--- src/rtl/ray_column_scheduler.sv ---
// Frame sweep sequencer: issues one ray per screen column to an external raytracer,
// waits for each hit, and writes the hit cell into a column buffer.
module ray_column_scheduler #(
    parameter int NUM_COLS  = 64,
    parameter int COL_SHIFT = 1
) (
    input  logic        clock,
    input  logic        reset,
    input  logic        frame_start,
    input  logic [13:0] player_x,
    input  logic [12:0] player_y,
    input  logic [7:0]  player_angle,
    output logic        rt_start,
    input  logic        rt_done,
    output logic [13:0] rt_x,
    output logic [12:0] rt_y,
    output logic [7:0]  rt_angle,
    input  logic [5:0]  rt_result_x,
    input  logic [4:0]  rt_result_y,
    output logic        col_we,
    output logic [6:0]  col_addr,
    output logic [10:0] col_data,
    output logic        busy,
    output logic        frame_done
);

    localparam logic [6:0] LAST_COL   = 7'(NUM_COLS - 1);
    // Half the angular span, so the sweep is centred on the view angle.
    localparam logic [7:0] ANGLE_BIAS = 8'(NUM_COLS >> (COL_SHIFT + 1));

    typedef enum logic [2:0] {
        IDLE,
        ISSUE,
        WAIT,
        WRITE,
        DONE
    } state_t;

    state_t     state_reg;
    logic [6:0] col_reg;
    logic [7:0] angle_reg;

    function automatic logic [7:0] col_angle(input logic [7:0] base, input logic [6:0] col);
        return base + 8'(col >> COL_SHIFT) - ANGLE_BIAS;
    endfunction

    assign col_addr = col_reg;

    always_ff @(posedge clock or posedge reset) begin
        if (reset) begin
            state_reg  <= IDLE;
            col_reg    <= '0;
            angle_reg  <= '0;
            rt_x       <= '0;
            rt_y       <= '0;
            rt_angle   <= '0;
            col_data   <= '0;
            rt_start   <= 1'b0;
            col_we     <= 1'b0;
            frame_done <= 1'b0;
            busy       <= 1'b0;
        end else begin
            rt_start   <= 1'b0;
            col_we     <= 1'b0;
            frame_done <= 1'b0;
            case (state_reg)
                IDLE: begin
                    if (frame_start) begin
                        rt_x      <= player_x;
                        rt_y      <= player_y;
                        angle_reg <= player_angle;
                        col_reg   <= '0;
                        rt_angle  <= col_angle(player_angle, 7'd0);
                        rt_start  <= 1'b1;
                        busy      <= 1'b1;
                        state_reg <= ISSUE;
                    end
                end
                ISSUE: begin
                    state_reg <= WAIT;
                end
                WAIT: begin
                    // col_data doubles as the capture register for the hit cell.
                    if (rt_done) begin
                        col_data  <= {rt_result_x, rt_result_y};
                        col_we    <= 1'b1;
                        state_reg <= WRITE;
                    end
                end
                WRITE: begin
                    if (col_reg == LAST_COL) begin
                        frame_done <= 1'b1;
                        state_reg  <= DONE;
                    end else begin
                        col_reg   <= col_reg + 7'd1;
                        rt_angle  <= col_angle(angle_reg, col_reg + 7'd1);
                        rt_start  <= 1'b1;
                        state_reg <= ISSUE;
                    end
                end
                DONE: begin
                    busy      <= 1'b0;
                    state_reg <= IDLE;
                end
                default: begin
                    busy      <= 1'b0;
                    state_reg <= IDLE;
                end
            endcase
        end
    end

    strobes_exclusive: assert property (@(posedge clock) disable iff (reset)
        $onehot0({rt_start, col_we, frame_done}));

endmodule

--- config.mk ---
export PLATFORM = sky130hd
export DESIGN_NAME = ray_column_scheduler
export DESIGN_NICKNAME = d
export VERILOG_FILES = /design/src/rtl/ray_column_scheduler.sv
export SDC_FILE = /design/constraint.sdc
export NUM_CORES = 1
export LEC_CHECK = 0
export CORE_MARGIN = 10
export CORE_UTILIZATION = 35
export CTS_CLUSTER_SIZE = 10
export DETAILED_ROUTE_END_ITERATION = 12
export PLACE_DENSITY = 0.66
export REMOVE_ABC_BUFFERS = 1
export SYNTH_ARGS = -nofsm -noshare
export SYNTH_HDL_FRONTEND = slang
export SYNTH_SLANG_ARGS = --single-unit
--- constraint.sdc ---
create_clock -name clock -period 3.7 [get_ports clock]
set_input_delay 0.74 -clock clock [delete_from_list [all_inputs] [get_ports clock]]
set_output_delay 0.74 -clock clock [all_outputs]
set_load 0.02 [all_outputs]
==> results.txt, run 1 <==
CP Launch Point: col_addr[0]
Port Buf Inserts: 106
Crit Path Category: reg -> reg
mean area per synthesized cell: 9.94 um^2
hold path depth: 2
CTS Buffer Depth: 2
worst min path class: reg -> reg
Core Util, Final: 0.517
WP data arrival: 3.08 ns
share of post-route cells with drive strength above 1: 0.107
DIE WIDTH: 115 um
H-tree depth: 3
Most Used Layer, Global Route: met2
first-pass GRT wire length: 13300 um
CP endpoint: rt_angle[6]
area delta synth->final: 43.3%
All-Layer GR Usage: 0.125
Max VDD drop: 0.379 mV
sequential element share of the synthesized area: 0.538
initial drt markers: 78
vias: 2573
Inserted Diodes: 0
mapped cell area: 3160 um^2
Nets: 491
type of origin of the critical path: flop
relative slew slack: 0.191
crit path capture type: flop
row count: 34
Synth Instances: 318
Routed WL: 8210 um
Slew Viols, Final: 0
Clock Sinks: 68
residual DRC count: 0
met2 GRT Util: 0.182
cts repair resizes: 0
launching point of the worst reg2reg path: col_addr[0]
Final HPWL DP: 6070 um
Vias per Instance: 4.77
maxcap violations: 0
setup violators final: 0
vias in the first global route: 2633
CTS Buf Count: 9
WP data required: 3.95 ns
Die Ht: 115 um
Fmax: 0.354 GHz
YS warnings: 0
Hold Fails Final Rpt: 0
DIE AREA: 13200 um^2
Core Region: 8760 um^2
Power Density: 871 nW/um^2
post-route cell area: 4530 um^2
initial antenna violation count: 0
met1 Use GR: 0.154
largest net degree at the start of global routing: 50
total placed instance area: 4320 um^2
Slew @ Worst Pin: 1.21 ns
worst skew pair latency: 0.35 ns
total negative slack: 0 ns
gr ovfl total: 0
Netlist cell types: 39
DRT Pass-1 Iters: 4
CTS tree: yes
#FFs+latches synth: 68
clk slew on worst S/H paths: 0.07 ns
RSZ-0062 raised after global routing: no
leakage power: 0.00210 uW
R2R Setup Slk: 0.87 ns
final clock skew: 0.0111 ns
hold_buf cts: 0
CTS root buf: clkbuf_8
wire length per cell: 15.2 um
placed cell count: 523
biggest regs: rt_x: 14 flops, rt_y: 13 flops, col_data: 11 flops
max FFs per register: 14
RePlAce Congestion: 0.874
critical-path maximum fanout: 6
Finished Layout Cells: 539
final worst-path cycle share: 0.764
Tmin final: 2.83 ns
Largest Register: rt_x
Critical R2R Capture: rt_angle[6]
Initial Util: 0.361
reg2reg path depth: 9
GRT met3 Usage: 0.0578
Post-DRT Antenna Nets: 0
Post-CTS Setup Bufs: 0
status: finished clean
# IOs: 107
==> cell usage in the layout (no fill, tap or decap), types with 3 or more instances in the layout <==
cell / count
ha_1: 14
a22o_1: 3
xor2_1: 4
mux2_2: 11
xnor2_1: 7
buf_4: 4
a211oi_1: 5
inv_1: 11
nor2_2: 4
dfrtp_1: 68
o21ai_0: 18
nand3_1: 5
nand2_1: 111
a31oi_2: 3
a21oi_1: 4
clkbuf_8: 11
nor2_1: 9
clkdlybuf4s50_1: 106
==> cell type report <==
type                    count  area (um^2)
inverters                  13         51.3
repair buffers            110         1090
fillers                   838         4230
flip-flops and latches     68         1700
clock buffers              11          151
multi-input cells         224         1340
clock inverters             5         60.1
well taps                 108          135
==> worst max-delay path, cell delays in order (launching register included) <==
cell     delay (ns)
dfrtp_1        0.43
ha_1           0.30
nand3_1        0.12
xnor2_1        0.26
ha_1           0.30
ha_1           0.36
o21ai_0        0.18
nor2_1         0.08
or4_1          0.48
a31oi_1        0.21
==> how the worst min path moves through the flow <==
stage | startpoint | endpoint | slack (ns)
after CTS | rt_y[4] | rt_y[4] | 0.48
after global routing | rt_y[7] | rt_y[7] | 0.50
final | rt_y[4] | rt_y[4] | 0.47
after global placement | rt_x[2] | rt_x[2] | 0.46
after floorplan | angle_reg[0] | angle_reg[0] | 0.45
after detailed placement | rt_y[7] | rt_y[7] | 0.46
==> through the flow <==
step	setup WS [ns]	hold slack (ns)	total power [uW]
2_1_floorplan	1.03	0.452	2460
3_3_place_gp	1.01	0.456	3300
3_5_place_dp	0.944	0.461	3340
4_1_cts	0.920	0.480	4000
5_1_grt	0.685	0.498	4250
6_report	0.873	0.474	3950
==> cells by family (layout without fill, tap and decap cells) <==
kind of cell | count (synthesis) | after routing | synth area share
and+or+nand+nor | 144 | 144 | 0.199
buffers and inverters | 26 | 139 | 0.0380
xor gates and xnor gates | 11 | 11 | 0.0305
DFF | 68 | 68 | 0.538
muxes | 11 | 11 | 0.0392
adders and majority gates | 15 | 15 | 0.0617
AOI/OAI and AO/OA | 43 | 43 | 0.0930
==> synth_stat cells <==
cell,count,area [um^2]
a21o_1,2,15.0
buf_2,7,35.0
a21oi_1,4,20.0
nor2_2,4,25.0
nand2b_4,1,13.8
or3_1,1,6.26
nand2b_1,2,12.5
xor2_1,4,35.0
o21ai_0,18,90.1
nand2_1,111,417
and3_1,2,12.5
dfrtp_1,68,1700
o21a_4,1,15.0
a31oi_1,2,12.5
a31oi_2,3,37.5
buf_6,1,11.3
xnor2_1,7,61.3
nand3_1,5,25.0
a211oi_1,5,37.5
nor3_4,1,16.3
and3b_1,1,8.76
nor3_1,2,10.0
buf_4,1,7.51
or4_1,1,7.51
ha_1,14,175
a21oi_2,2,17.5
inv_4,1,6.26
fa_1,1,20.0
mux2_2,11,124
inv_1,12,45.0
o21bai_1,1,7.51
o22ai_1,1,6.26
nand3b_1,2,15.0
nor2_1,9,33.8
clkbuf_1,4,15.0
nor2_8,1,20.0
nor3b_1,1,7.51
o22a_1,1,8.76
a22o_1,3,26.3
==> per-layer routing <==
metal | vias to the layer above | routed length, um
met5 | - | 0
met2 | 90 | 3630
met3 | 12 | 788
li1 | 1271 | -
met1 | 1200 | 3640
met4 | 0 | 152
==> power by group <==
group / switching, uW / total (uW) / internal (uW)
logic: 1090 / 2030 / 935
clock network: 293 / 642 / 349
registers: 207 / 1280 / 1070
total: 1590 / 3950 / 2360
No activity file was read; power rests on OpenSTA's default activity.
==> inputs of run 2 (changes only) <==
==> constraint.sdc (replaced) <==
create_clock -name clock -period 2.85 [get_ports clock]
set_input_delay 0.57 -clock clock [delete_from_list [all_inputs] [get_ports clock]]
set_output_delay 0.57 -clock clock [all_outputs]
set_load 0.02 [all_outputs]
==> run 2 against run 1 <==
Count of clock-buffer cells in the layout shrank 1. Wire length grew 0.23%. First-iteration DRC count grew 37%. Sequential share of layout area shrank 0.36 points. Critical path type unchanged. Critical endpoint is now rt_angle[7]. Largest cell class unchanged. Largest power group unchanged.
==> results.txt, run 2 (synthesized netlist as in run 1, its figures left out) <==
status: finished clean
Die Ht: 115 um (unchanged)
RePlAce Congestion: 0.818 (-6.4%)
Routed WL: 8230 um (+0.23%)
maxcap violations: 0 (unchanged)
commonest non-fill, non-tap cell in the layout: nand2_1
DIE AREA: 13200 um^2 (unchanged)
critical-path maximum fanout: 6 (unchanged)
max FFs per register: 14 (unchanged)
commonest cells after routing, fill and taps aside: nand2_1 (111), clkdlybuf4s50_1 (106), dfrtp_1 (67)
WP data required: 3.06 ns (-0.89 ns)
Inserted Diodes: 0 (unchanged)
Vias per Instance: 4.75 (-0.52%)
area delta synth->final: 44.8%
launching point of the worst reg2reg path: col_addr[1]
crit path capture type: flop
Power Density: 1130 nW/um^2 (+30%)
vias: 2569 (-0.16%)
clk slew on worst S/H paths: 0.07 ns (about the same)
# IOs: 107 (unchanged)
Largest Register: rt_x
Fill cells: 815 (-2.7%)
biggest regs: rt_x: 14 flops, rt_y: 13 flops, col_data: 11 flops
Core Util, Final: 0.522 (+0.00543)
final clock skew: 0.0130 ns (+0.00199 ns)
Nets: 494 (+0.61%)
largest net degree at the start of global routing: 37 (-26%)
Port Buf Inserts: 106 (unchanged)
hold_ws: 0.471 ns (-0.00305 ns)
RSZ-0062 raised after global routing: no
leakage power: 0.00211 uW (+0.64%)
Final HPWL DP: 6240 um (+2.7%)
CTS tree: yes
relative slew slack: 0.539 (+0.348)
CTS Buffer Depth: 2 (unchanged)
residual DRC count: 0 (unchanged)
register area: 1700 um^2 (about the same)
worst hold start: rt_y[4]
row count: 34 (unchanged)
Slew @ Worst Pin: 0.690 ns (-0.523 ns)
Crit Path Category: reg -> reg
Slew Viols, Final: 0 (unchanged)
Fmax: 0.376 GHz (+6.4%)
Post-DRT Antenna Nets: 0 (unchanged)
first-pass GRT wire length: 13400 um (+0.72%)
type of origin of the critical path: flop
DRT Pass-1 Iters: 6 (+2)
CTS root buf: clkbuf_8
final worst-path cycle share: 0.932 (+0.168)
DIE WIDTH: 115 um (unchanged)
Hold Fails Final Rpt: 0 (unchanged)
CTS Buf Count: 9 (unchanged)
worst min path class: reg -> reg
Clock Sinks: 68 (unchanged)
Max VDD drop: 0.502 mV (+32%)
wire length per cell: 15.2 um (-0.14%)
hold_buf cts: 0 (unchanged)
Initial Util: 0.361 (unchanged)
vias in the first global route: 2615 (-0.68%)
area of the multi-input gates: 1360 um^2 (+1.3%)
Total Power: 5190 uW (+31%)
Core Region: 8760 um^2 (unchanged)
All-Layer GR Usage: 0.124 (-0.000271)
Tmin final: 2.66 ns (-0.170 ns)
gr ovfl total: 0 (unchanged)
total negative slack: 0 ns (unchanged)
initial antenna violation count: 0 (unchanged)
H-tree depth: 3 (unchanged)
CP Launch Point: col_addr[1]
share of post-route cells with drive strength above 1: 0.115 (+0.00874)
worst skew pair latency: 0.34 ns (about the same)
setup violators final: 0 (unchanged)
WP data arrival: 2.87 ns (-0.21 ns)
initial drt markers: 107 (+37%)
## run 2: cell count changes in the layout (fill, tap and decap cells not counted), sizes merged
cell,delta
buf,+3
bufinv,+1
clkbuf,-1
clkinv,-1
## run 2: critical path, cell delays in order (launching register included)
cell	delay, ns
dfrtp_1	0.45
ha_4	0.21
xor2_1	0.14
ha_1	0.29
ha_1	0.24
fa_1	0.44
a211oi_2	0.24
o21bai_1	0.12
a21oi_1	0.19
xnor2_1	0.13
a21oi_1	0.08
## run 2: metrics by stage
step	area (um^2)	worst slack (ns)	std cells
finish	4580	0.193	541
global route	4580	0.0606	541
CTS	4560	0.00503	541
detailed placement	4350	0.0427	526
global placement	4350	0.155	526
floorplan	3090	0.177	305
## run 2: power by group
part	leakage, uW	internal (uW)	switching [uW]
clock network	0.000102	485	360
registers	0.000836	1390	274
logic	0.00117	1250	1420
total	0.00211	3130	2060
## run 2: worst paths after layout
kind | endpoint | slack [ns] | depth (start not counted)
worst max-delay path | rt_angle[7] | 0.19 | 10
worst min-delay path | rt_y[4] | 0.47 | 2
worst max register to register | rt_angle[7] | 0.19 | 10
worst min register to register | rt_y[4] | 0.47 | 2
max in group asynchronous | col_addr[0] | 1.54 | 3
min in group asynchronous | rt_y[2] | 0.66 | 2
## run 2: layout make-up
cell class | instances | area share
timing repair buffer | 113 | 0.246
clock buffer | 10 | 0.0279
sequential | 68 | 0.372
multi-input combinational | 224 | 0.297
inverter | 13 | 0.0112
tap | 108 | 0.0295
clock inverter | 5 | 0.0169
## run 2: per-layer routing
metal,part of all wire,up-vias,routed length (um),GRT usage
li1,-,1262,-,-
met1,0.45,1205,3660,0.161
met2,0.44,92,3620,0.176
met3,0.11,10,876,0.0641
met4,0.0085,0,70,0.0388
met5,0,-,0,0
## run 2: repair_timing
item | 4_1_cts | 5_1_grt
resized for setup | 0 | 4
setup buffers | 0 | 0
setup endpoints to repair | 0 | 3
==> inputs of run 3 (changes only) <==
--- a/config.mk
+++ b/config.mk
@@ -9,7 +9,7 @@
 export CORE_UTILIZATION = 35
 export CTS_CLUSTER_SIZE = 10
 export DETAILED_ROUTE_END_ITERATION = 12
-export PLACE_DENSITY = 0.66
+export PLACE_DENSITY = 0.69
 export REMOVE_ABC_BUFFERS = 1
 export SYNTH_ARGS = -nofsm -noshare
 export SYNTH_HDL_FRONTEND = slang
==> constraint.sdc (replaced) <==
create_clock -name clock -period 2.35 [get_ports clock]
set_input_delay 0.47 -clock clock [delete_from_list [all_inputs] [get_ports clock]]
set_output_delay 0.47 -clock clock [all_outputs]
set_load 0.02 [all_outputs]
==> run 3 against run 2 <==
The run now ends with negative setup slack left. Die area is the same. Highest routed layer unchanged. Clock power grew 11%. Register-to-register slack lost 0.31 ns. Count of clock-buffer cells in the layout is the same. Non-clock buffer count grew 21. Global-route usage grew 1.1 points. Worst setup slack lost 0.31 ns. Via count grew 2.8%. Largest cell class unchanged. Combinational power grew 36%. Hold slack gained 0.0065 ns.
==> results.txt, run 3 (synthesized netlist as in run 1, its figures left out) <==
DIE AREA: 13200 um^2 (unchanged)
share of post-route cells with drive strength above 1: 0.191 (+0.0757)
slowest CP cell: or4_1
area delta synth->final: 53.7%
DIE WIDTH: 115 um (unchanged)
row count: 34 (unchanged)
initial drt markers: 94 (-12%)
critical-path maximum fanout: 4 (-2)
worst slack at placement: -0.250 ns (-0.293 ns)
crit path capture type: flop
Vias per Instance: 4.69 (-1.2%)
Clock Sinks: 68 (unchanged)
vias in the first global route: 2886 (+10%)
gr ovfl total: 0 (unchanged)
All-Layer GR Usage: 0.135 (+0.0111)
hold path depth: 2 (unchanged)
wire length per cell: 15.8 um (+3.9%)
first-pass GRT wire length: 14500 um (+8.6%)
CTS root buf: clkbuf_8
worst skew pair latency: 0.34 ns (about the same)
post-route worst setup slack: -0.117 ns (-0.310 ns)
CTS Buf Count: 9 (unchanged)
Die Ht: 115 um (unchanged)
DRT Pass-1 Iters: 4 (-2)
setup violators final: 3 (+3)
Initial Util: 0.361 (unchanged)
initial antenna violation count: 0 (unchanged)
hold_buf cts: 0 (unchanged)
Fill cells: 782 (-4.0%)
Slew @ Worst Pin: 0.536 ns (-0.155 ns)
crit path buf inv count: 0 (unchanged)
Power Density: 1350 nW/um^2 (+20%)
Nets: 515 (+4.3%)
Critical Path Stages: 9 (-1)
CTS tree: yes
reg2reg path depth: 9 (-1)
RSZ-0062 raised after global routing: yes
family with the most delay on the worst path: adder cells
hold_ws: 0.478 ns (+0.00651 ns)
Tmin final: 2.47 ns (-0.190 ns)
# IOs: 107 (unchanged)
leakage power: 0.00223 uW (+6.0%)
final worst-path cycle share: 1.05 (+0.117)
status: complete, but fails checks
Fmax: 0.405 GHz (+7.7%)
Cell Chain, Critical Path: ha_2, nand3_1, xnor2_2, ha_1, ha_4, o21ai_0, nor2_1, or4_1, a31oi_1
H-tree depth: 3 (unchanged)
Final HPWL DP: 6620 um (+6.0%)
worst min path class: reg -> reg
Total Power: 6580 uW (+27%)
WP data required: 2.61 ns (-0.45 ns)
Routed WL: 8900 um (+8.1%)
final clock skew: 0.00974 ns (-0.00330 ns)
max FFs per register: 14 (unchanged)
largest net degree at the start of global routing: 31 (-16%)
register area: 1700 um^2 (about the same)
WP data arrival: 2.72 ns (-0.15 ns)
area of the multi-input gates: 1460 um^2 (+7.6%)
CTS Buffer Depth: 2 (unchanged)
RePlAce Congestion: 0.849 (+3.8%)
failing checks: negative setup slack
vias: 2642 (+2.8%)
Post-DRT Antenna Nets: 0 (unchanged)
type of origin of the critical path: flop
slowest stage delay, CP: 0.50 ns (+0.05 ns)
Core Util, Final: 0.555 (+0.0321)
Largest Register: rt_x
Port Buf Inserts: 106 (unchanged)
Core Region: 8760 um^2 (unchanged)
Max VDD drop: 0.677 mV (+35%)
commonest cells after routing, fill and taps aside: nand2_1 (111), clkdlybuf4s50_1 (106), dfrtp_1 (66)
Slew Viols, Final: 0 (unchanged)
Crit Path Category: reg -> reg
residual DRC count: 0 (unchanged)
total negative slack: -0.276 ns (-0.276 ns)
maxcap violations: 0 (unchanged)
Inserted Diodes: 0 (unchanged)
biggest regs: rt_x: 14 flops, rt_y: 13 flops, col_data: 11 flops
Hold Fails Final Rpt: 0 (unchanged)
commonest non-fill, non-tap cell in the layout: nand2_1
relative slew slack: 0.642 (+0.103)
clk slew on worst S/H paths: 0.07 ns (about the same)
## run 3: routing by layer
layer,wire length (um),track usage
met1,3610,0.156
met4,80,0.0363
met5,0,0
met2,4310,0.221
met3,899,0.0635
## run 3: final timing paths
path,start,endpoint,slack [ns]
max in group asynchronous,reset,col_addr[2],1.30
max reg2reg,col_addr[0],rt_angle[6],-0.12
min reg2reg,rt_x[2],rt_x[2],0.48
min in group asynchronous,reset,rt_x[3],0.50
min,rt_x[2],rt_x[2],0.48
max,col_addr[0],rt_angle[6],-0.12
## run 3: cell type report
type	count	area share
well taps	108	0.0278
inverters	13	0.0106
clock inverters	6	0.0134
multi-input cells	224	0.300
clock buffers	10	0.0263
repair buffers	134	0.271
flip-flops and latches	68	0.351
## run 3: worst min-delay path: stages (launching register included)
cell,delay (ns)
dfrtp_1,0.35
nand2_1,0.05
nand2_1,0.05
## run 3: power breakdown
group	internal [uW]	switching [uW]
clock	490	445
combinational	1750	1880
sequential	1690	324
total	3930	2650
## run 3: metrics by stage
step,cells,cell area [um^2]
detailed placement,541,4480
global route,563,4860
floorplan,305,3090
CTS,561,4760
global placement,541,4480
finish,563,4860
## run 3: what timing repair did
action	CTS	global route
pin swaps	6	6
buffers inserted	4	2
resized for setup	12	13
setup endpoints to repair	5	5
